`config.mk`:
```
export PLATFORM = sky130hd
export DESIGN_NAME = adc_sample_sequencer_flat
export DESIGN_NICKNAME = d
export VERILOG_FILES = /design/src/rtl/adc_sample_sequencer_if.sv /design/src/rtl/adc_sample_sequencer.sv /design/src/flat_wrapper.sv
export SDC_FILE = /design/constraint.sdc
export NUM_CORES = 1
export LEC_CHECK = 0
export ABC_AREA = 1
export CORE_MARGIN = 1
export CORE_UTILIZATION = 51
export DETAILED_ROUTE_END_ITERATION = 16
export PLACE_DENSITY_LB_ADDON = 0.2
export SYNTH_ARGS = -nofsm -noshare
export SYNTH_HDL_FRONTEND = slang
export SYNTH_SLANG_ARGS = --single-unit
export TNS_END_PERCENT = 50
```
`constraint.sdc`:
```
create_clock -name clk -period 4.62 [get_ports clk]
set_clock_uncertainty 0.05 [all_clocks]
set_input_delay 0.693 -clock clk [delete_from_list [all_inputs] [get_ports clk]]
set_output_delay 0.693 -clock clk [all_outputs]
set_load 0.005 [all_outputs]
```
`src/rtl/adc_sample_sequencer_if.sv`:
```
// rtl/adc_sample_sequencer_if.sv - ADC conversion handshake and sample output stream bundle
interface adc_sample_sequencer_if #(
  parameter int DATA_W = 12
);
  logic              adc_start;
  logic              adc_done;
  logic [DATA_W-1:0] adc_data;
  logic [DATA_W-1:0] out_data;
  logic              out_valid;
  logic              out_ready;

  modport master (
    output adc_start,
    input  adc_done,
    input  adc_data,
    output out_data,
    output out_valid,
    input  out_ready
  );

  modport slave (
    input  adc_start,
    output adc_done,
    output adc_data,
    input  out_data,
    input  out_valid,
    output out_ready
  );
endinterface

```
`src/rtl/adc_sample_sequencer.sv`:
```
// rtl/adc_sample_sequencer.sv - tick-driven ADC conversion sequencer with FWFT sample FIFO
module adc_sample_sequencer #(
  parameter int DATA_W  = 12,
  parameter int DEPTH   = 16,
  parameter int TIMEOUT = 63
) (
  input  logic                      clk,
  input  logic                      rst,
  input  logic                      tick_in,
  input  logic                      en,
  adc_sample_sequencer_if.master    bus,
  output logic [$clog2(DEPTH):0]    level,
  input  logic                      clr_flags,
  output logic                      ovf,
  output logic                      miss,
  output logic                      tmo
);
  localparam int AW = $clog2(DEPTH);
  localparam int CW = $clog2(TIMEOUT + 2);
  localparam logic [AW:0]   FULL     = (AW + 1)'(DEPTH);
  localparam logic [CW-1:0] TMO_LAST = CW'(TIMEOUT);

  localparam logic [1:0] S_IDLE  = 2'd0;
  localparam logic [1:0] S_START = 2'd1;
  localparam logic [1:0] S_WAIT  = 2'd2;

  logic [1:0]        state;
  logic              tick_d;
  logic              tick_edge;
  logic [CW-1:0]     tmo_cnt;
  logic [DATA_W-1:0] mem [DEPTH];
  logic [AW-1:0]     wr_ptr;
  logic [AW-1:0]     rd_ptr;
  logic              done_ev;
  logic              push;
  logic              drop;
  logic              pop;
  logic              expire;
  logic              miss_ev;

  assign tick_edge = tick_in & ~tick_d;
  assign done_ev   = (state == S_WAIT) & bus.adc_done;
  // Fullness comes from the registered level, so a same-cycle pop never makes room.
  assign push      = done_ev & (level != FULL);
  assign drop      = done_ev & (level == FULL);
  assign expire    = (state == S_WAIT) & ~bus.adc_done & (tmo_cnt == TMO_LAST);
  assign miss_ev   = tick_edge & (state != S_IDLE);
  assign pop       = bus.out_valid & bus.out_ready;

  assign bus.out_valid = (level != '0);
  assign bus.out_data  = mem[rd_ptr];

  always_ff @(posedge clk) begin
    if (rst) begin
      state         <= S_IDLE;
      bus.adc_start <= 1'b0;
      tick_d        <= 1'b0;
      tmo_cnt       <= '0;
    end else begin
      tick_d        <= tick_in;
      bus.adc_start <= 1'b0;
      case (state)
        S_IDLE: begin
          if (tick_edge & en) begin
            state         <= S_START;
            bus.adc_start <= 1'b1;
          end
        end
        S_START: begin
          state   <= S_WAIT;
          tmo_cnt <= '0;
        end
        S_WAIT: begin
          if (bus.adc_done || expire) begin
            state <= S_IDLE;
          end else begin
            tmo_cnt <= tmo_cnt + 1'b1;
          end
        end
        default: state <= S_IDLE;
      endcase
    end
  end

  always_ff @(posedge clk) begin
    if (push) begin
      mem[wr_ptr] <= bus.adc_data;
    end
  end

  // Pointers wrap naturally because DEPTH is a power of two.
  always_ff @(posedge clk) begin
    if (rst) begin
      wr_ptr <= '0;
      rd_ptr <= '0;
      level  <= '0;
    end else begin
      if (push) begin
        wr_ptr <= wr_ptr + 1'b1;
      end
      if (pop) begin
        rd_ptr <= rd_ptr + 1'b1;
      end
      case ({push, pop})
        2'b10:   level <= level + 1'b1;
        2'b01:   level <= level - 1'b1;
        default: level <= level;
      endcase
    end
  end

  always_ff @(posedge clk) begin
    if (rst) begin
      ovf  <= 1'b0;
      miss <= 1'b0;
      tmo  <= 1'b0;
    end else begin
      if (drop) ovf <= 1'b1;
      else if (clr_flags) ovf <= 1'b0;
      if (miss_ev) miss <= 1'b1;
      else if (clr_flags) miss <= 1'b0;
      if (expire) tmo <= 1'b1;
      else if (clr_flags) tmo <= 1'b0;
    end
  end
endmodule
```
`src/flat_wrapper.sv`:
```
// flat-port wrapper written by rule: the top's interface ports become plain ports
module adc_sample_sequencer_flat 
#(
  parameter int DATA_W  = 12,
  parameter int DEPTH   = 16,
  parameter int TIMEOUT = 63
)
  (clk, rst, tick_in, en, level, clr_flags, ovf, miss, tmo, bus_adc_start, bus_adc_done, bus_adc_data, bus_out_data, bus_out_valid, bus_out_ready);
  adc_sample_sequencer_if #(.DATA_W(DATA_W)) bus_i ();
  input  logic clk;
  input  logic rst;
  input  logic tick_in;
  input  logic en;
  output logic [$clog2(DEPTH):0] level;
  input  logic clr_flags;
  output logic ovf;
  output logic miss;
  output logic tmo;
  output wire logic [$bits(bus_i.adc_start)-1:0] bus_adc_start;
  input wire logic [$bits(bus_i.adc_done)-1:0] bus_adc_done;
  input wire logic [$bits(bus_i.adc_data)-1:0] bus_adc_data;
  output wire logic [$bits(bus_i.out_data)-1:0] bus_out_data;
  output wire logic [$bits(bus_i.out_valid)-1:0] bus_out_valid;
  input wire logic [$bits(bus_i.out_ready)-1:0] bus_out_ready;
  assign bus_adc_start = bus_i.adc_start;
  assign bus_i.adc_done = bus_adc_done;
  assign bus_i.adc_data = bus_adc_data;
  assign bus_out_data = bus_i.out_data;
  assign bus_out_valid = bus_i.out_valid;
  assign bus_i.out_ready = bus_out_ready;
  adc_sample_sequencer #(.DATA_W(DATA_W), .DEPTH(DEPTH), .TIMEOUT(TIMEOUT)) u_core (.clk(clk), .rst(rst), .tick_in(tick_in), .en(en), .bus(bus_i), .level(level), .clr_flags(clr_flags), .ovf(ovf), .miss(miss), .tmo(tmo));
endmodule
```
* Yosys cells after proc, flatten, opt, wreduce, memory -nomap -nowiden
Memory sizes are Yosys's and may differ from the RTL's. A register that Yosys moved wholly into a read port is not among the register bits. Index checks and enable logic that the tools add are counted.
Word-level totals: flip-flop bits (word level) 27, bits in writable memories 192, input port bits 19, output and inout bits 22, memories kept 1
Memory list:
- u_core.mem | depth 16, bits a word 12, read ports 1, clocked after Yosys merged registers in 1, write ports 1, line adc_sample_sequencer.sv:31 | logic [DATA_W-1:0] mem [DEPTH];
Cells by class: add/sub/neg operators 5, eq/ne operators 10, muxes and demuxes 15, bitwise gates (word level) 12, reduce and logical (&&, ||, !) cells 12
Operator list (count):
- one-hot mux 7 bit (2 select lines) | 1
- nonzero test 2 bit | 6
- one-hot mux 5 bit (2 select lines) | 1
- AND 1 bit | 9
- adder 4 x 1 -> 4 bit (second input constant) | 2
- 2-to-1 mux 4 bit | 2
- adder 7 x 1 -> 7 bit (second input constant) | 1
- equality test 7 x 6 -> 1 bit (second input constant) | 1
- 2-to-1 mux 1 bit | 7
- 2-to-1 mux 7 bit | 1
- one-hot mux 2 bit (3 select lines) | 1
- adder 5 x 1 -> 5 bit (second input constant) | 1
- equality test 5 bit (second input constant) | 1
- inequality test 5 bit (second input constant) | 1
- nonzero test 5 bit | 1
- subtractor 5 x 1 -> 5 bit (second input constant) | 1
- equality test 2 x 1 -> 1 bit (second input constant) | 2
- equality test 2 bit (second input constant) | 2
- 2-to-1 mux 2 bit | 2
- inequality test 2 bit (second input constant) | 2
- AND reduction 2 bit | 2
- NOT 1 bit | 3
- logical NOT 2 bit | 1
- inequality test 2 x 1 -> 1 bit (second input constant) | 1
- 2 further kinds | 2

* Depth between registers and ports, before layout
depth in word-level cells 6, gate-level depth with buffers 16, depth with buffers taken out 16

* Least setup slack after synthesis
OpenSTA, ideal clock, no wires.
path kind input to register, start in bus_out_ready, end reg u_core.level[4], library setup time 117 ps, arrival 1999 ps, required time 4453 ps, setup slack 2454 ps, stages on the path 14, path buffers 0, cells stage by stage nand2_1 -> inv_1 -> ha_1 -> nand2_1 -> inv_1 -> nor2_1 -> ha_1 -> inv_1 -> nand2_1 -> nand3_1 -> nand3_1 -> nand2_1 -> nor2_1 -> nor2_1
Between the ends: longest elaborated chain between the ends 3, elaborated cells between the ends (all ways) 5, classes of those cells 2 x eq/ne; 1 x mux; 1 x bitwise; 1 x reduce/logical
Ends and longest elaborated chain:
- start: declaration | line flat_wrapper.sv:24 | input wire logic [$bits(bus_i.out_ready)-1:0] bus_out_ready;
- AND 1 bit * | line adc_sample_sequencer.sv:48 | assign pop = bus.out_valid & bus.out_ready;
- equality test 2 x 1 -> 1 bit or equality test 2 bit (tied branches) | line adc_sample_sequencer.sv:104 | case ({push, pop})
- one-hot mux 5 bit (2 select lines) or nonzero test 2 bit (tied branches)
- end signal: assignment | line adc_sample_sequencer.sv:105 | 2'b10: level <= level + 1'b1;
- end signal: assignment | line adc_sample_sequencer.sv:106 | 2'b01: level <= level - 1'b1;
- end signal: assignment | line adc_sample_sequencer.sv:107 | default: level <= level;
- end: declaration | line adc_sample_sequencer.sv:12 | output logic [$clog2(DEPTH):0] level,
Mark *: on every way between the ends. The rest lies on a longest branch, timed or not. A chain may end at the register's enable or synchronous reset.

==> out/metrics.cfg <==
[outcome]
status = completed

[detailed_routing]
post-route-drc-count = 0
top_layer = met4
via_per_inst = 5.57
wl_met3_um = 1520
wl_met2_um = 9830
routed_wl_um = 21200
vias = 6195
wl_met1_um = 9250
routedWlPerCell_um = 19.0
first_pass_iters = 5
drtIter0Drc = 602
postRouteAntennaNets = 0

[clock_network]
clock_path_buffers = 3
cts_setup_buffers = 0
cts_buffers = 23
h-tree-depth = 1
cts_hold_buf = 0
clock-root-buffer = clkbuf_16
cts.reportedPaths.clkPinSlew_ns = 0.05
worstSkewPairLatency_ns = 0.50
cts_num_sinks = 223
post_cts_resized = 0
cts_tree = done

[placement]
gp_congestion = 0.815
placement.io_buffers = 40
place_ws_ns = 1.50
dp_hpwl_um = 12300
dp_cells = 1072

[synthesis]
syn-num-nets = 853
yosysWarnings = 0
synth_edf_count = 192
synthFlopType = edfxtp_1
syn_inst = 824
synth_common_cells = 192 x edfxtp_1, 127 x inv_1, 105 x nand2_1, 88 x nand3_1, 70 x a21oi_1
yosys.area.top_type = edfxtp_1
synth_top_area_share_pct = 61.7
yosysUniqueCellTypes = 25
synth_most_common_cell = edfxtp_1
synthArstFlopShare_pct = 0
ys_seq_elements = 223
synth_area_leaders = edfxtp_1 62%, dfxtp_1 6.6%, inv_1 5.1%, nand3_1 4.7%, nand2_1 4.2%
synth_area_um2 = 9350
syn_area_per_cell_um2 = 11.3
yosysSeqAreaShare_pct = 68.3

[cells_and_area]
nNetsFinal = 897
multi_input_area_um2 = 2240
seq_area_um2 = 6390
drive_gt1_share_pct = 6.80
finalNonFillerCells = 1112
area_growth_pct = 13.9
fill_cells = 1419

[power_and_ir_drop]
vdd_drop_max_v = 0.000359
power_density_nw_per_um2 = 499
p_leak_nw = 3.90

[critical_path]
crit_buf_inv = 2
cp_data_required_time_ns = 3.88
r2r-end = u_core.level[4]
critPathArrivalTime_ns = 2.88
worstRegToRegCells = 16
crit_top_cell = nand3_1
worst-path-max-fanout = 53
slowest_delay_ns = 1.08
endpoint = bus_out_data[1]
crit_type = reg2out
path_delay_family = flip-flops
start_kind = flip-flop
rrSetupSlack_ns = 2.13
r2r_start = u_core.level[0]
cp-end-kind = output pin
worst-path-stages = 7
slowest_stage = dfxtp_2
path_cells = buf_12 -> a21oi_1 -> o21ai_0 -> nand3_1 -> nand3_1 -> nand2_1 -> clkdlybuf4s50_1

[timing]
tns_ns = 0
finalHoldViolCount = 0
post-route-min-period_ns = 3.62
maxSlewViolCount = 0
slew_headroom_pct = 23.0
max_freq_mhz = 276
final-setup-viol-count = 0
setup_slack_ns = 0.997
worstMarginPinSlew_ns = 1.16
finalCritPeriodShare_pct = 78.4
rsz0062_at_grt = no

[die]
num_rows = 49
die_w_um = 137
dieArea_um2 = 18900
die_y_um = 137
coreArea_um2 = 18000
io_pins = 41
start_util_pct = 52.1

[global_routing]
grt_pass1_vias = 5784
grt_max_degree = 113
grt_pass1_wl_um = 32500
grt_overflow_total = 0
grt_usage_pct = 23.4
antenna_found_initial = 1

[run]
cap_violations = 0

[hold_path]
min_path_type = reg2reg

[state kept, by name, summed over array words and instances (netlist names), named ones only]
register / flops
u_core.wr_ptr: 4
u_core.tmo_cnt: 7
u_core.mem: 192
u_core.tick_d: 1
u_core.miss: 1
u_core.ovf: 1
u_core.tmo: 1
u_core.level: 5
u_core.rd_ptr: 4
u_core.state: 2
u_core.bus.adc_start: 1
[power by group]
group	leakage [nW]	total (W)	switching, W	internal (W)
clock	0.332	0.00168	0.000723	0.000957
combinational	1.59	0.00126	0.000723	0.000540
sequential	1.98	0.00237	0.000146	0.00223
total	3.90	0.00532	0.00159	0.00373
[layer usage]
layer	global-route usage, %	vias up
li1	-	2948
met1	33.0	2967
met2	37.2	244
met3	3.09	36
met4	8.18	0
met5	0	-
[tightest hold or removal path: cells and delay by family (launching register included)]
kind,cells,cell delay [ns]
compound gates,1,0.04
simple gates,1,0.06
flops,1,0.31
[cell type report]
| type | count | area share [%] |
|---|---|---|
| Inverter | 127 | 4.48 |
| Tap cell | 229 | 2.69 |
| Antenna cell | 1 | 0.0235 |
| Clock inverter | 9 | 0.435 |
| Multi-Input combinational cell | 433 | 21.0 |
| Sequential cell | 223 | 60.0 |
| Clock buffer | 30 | 5.93 |
| Timing Repair Buffer | 60 | 5.40 |
[how the worst min path moves through the flow]
stage                      start           endpoint  slack (ns)  depth (start not counted)
2_1_floorplan  u_core.tmo_cnt[6]  u_core.tmo_cnt[6]        0.37                          2
3_3_place_gp   u_core.tmo_cnt[6]  u_core.tmo_cnt[6]        0.38                          2
3_5_place_dp   u_core.tmo_cnt[6]  u_core.tmo_cnt[6]        0.39                          2
4_1_cts        u_core.tmo_cnt[6]  u_core.tmo_cnt[6]        0.40                          2
5_1_grt              u_core.miss        u_core.miss        0.43                          2
6_report       u_core.tmo_cnt[6]  u_core.tmo_cnt[6]        0.40                          2
[per-stage QoR]
step / power, W / area [um2] / utilization, % / hold WS (ns)
2_1_floorplan: 0.00325 / 9350 / - / 0.372
3_3_place_gp: 0.00363 / 9970 / 55.5 / 0.382
3_5_place_dp: 0.00367 / 9970 / 55.5 / 0.386
4_1_cts: 0.00535 / 10600 / 59.3 / 0.395
5_1_grt: 0.00560 / 10600 / 59.3 / 0.435
6_report: 0.00532 / 10700 / 59.3 / 0.395
[logic make-up after synthesis]
family / share of synthesized area (%)
xor gates and xnor gates: 0.562
and+or+nand+nor: 11.1
adders and majority gates: 1.34
buffers and inverters: 7.75
AOI/OAI and AO/OA: 10.9
DFF: 68.3
[cells in the final DEF (no fill, tap or decap), types with 2 or more instances in the layout]
| cell | netlist | layout |
|---|---|---|
| ha_1 | 10 | 10 |
| nand4_1 | 2 | 2 |
| clkbuf_8 | 0 | 3 |
| xor2_1 | 5 | 5 |
| clkbuf_16 | 0 | 23 |
| dfxtp_1 | 31 | 29 |
| nor2_1 | 37 | 37 |
| buf_4 | 1 | 18 |
| nor3_1 | 3 | 3 |
| inv_1 | 127 | 127 |
| edfxtp_1 | 192 | 192 |
| o21ai_0 | 57 | 57 |
| buf_12 | 0 | 2 |
| clkinv_2 | 0 | 3 |
| nand3_1 | 88 | 88 |
| clkinv_1 | 0 | 4 |
| nand2_1 | 105 | 105 |
| nand2_2 | 3 | 3 |
| o211ai_2 | 2 | 2 |
| o211ai_1 | 46 | 46 |
| a21oi_1 | 70 | 70 |
| clkbuf_1 | 15 | 4 |
| clkdlybuf4s50_1 | 0 | 40 |
No activity file was read; power rests on OpenSTA's default activity.
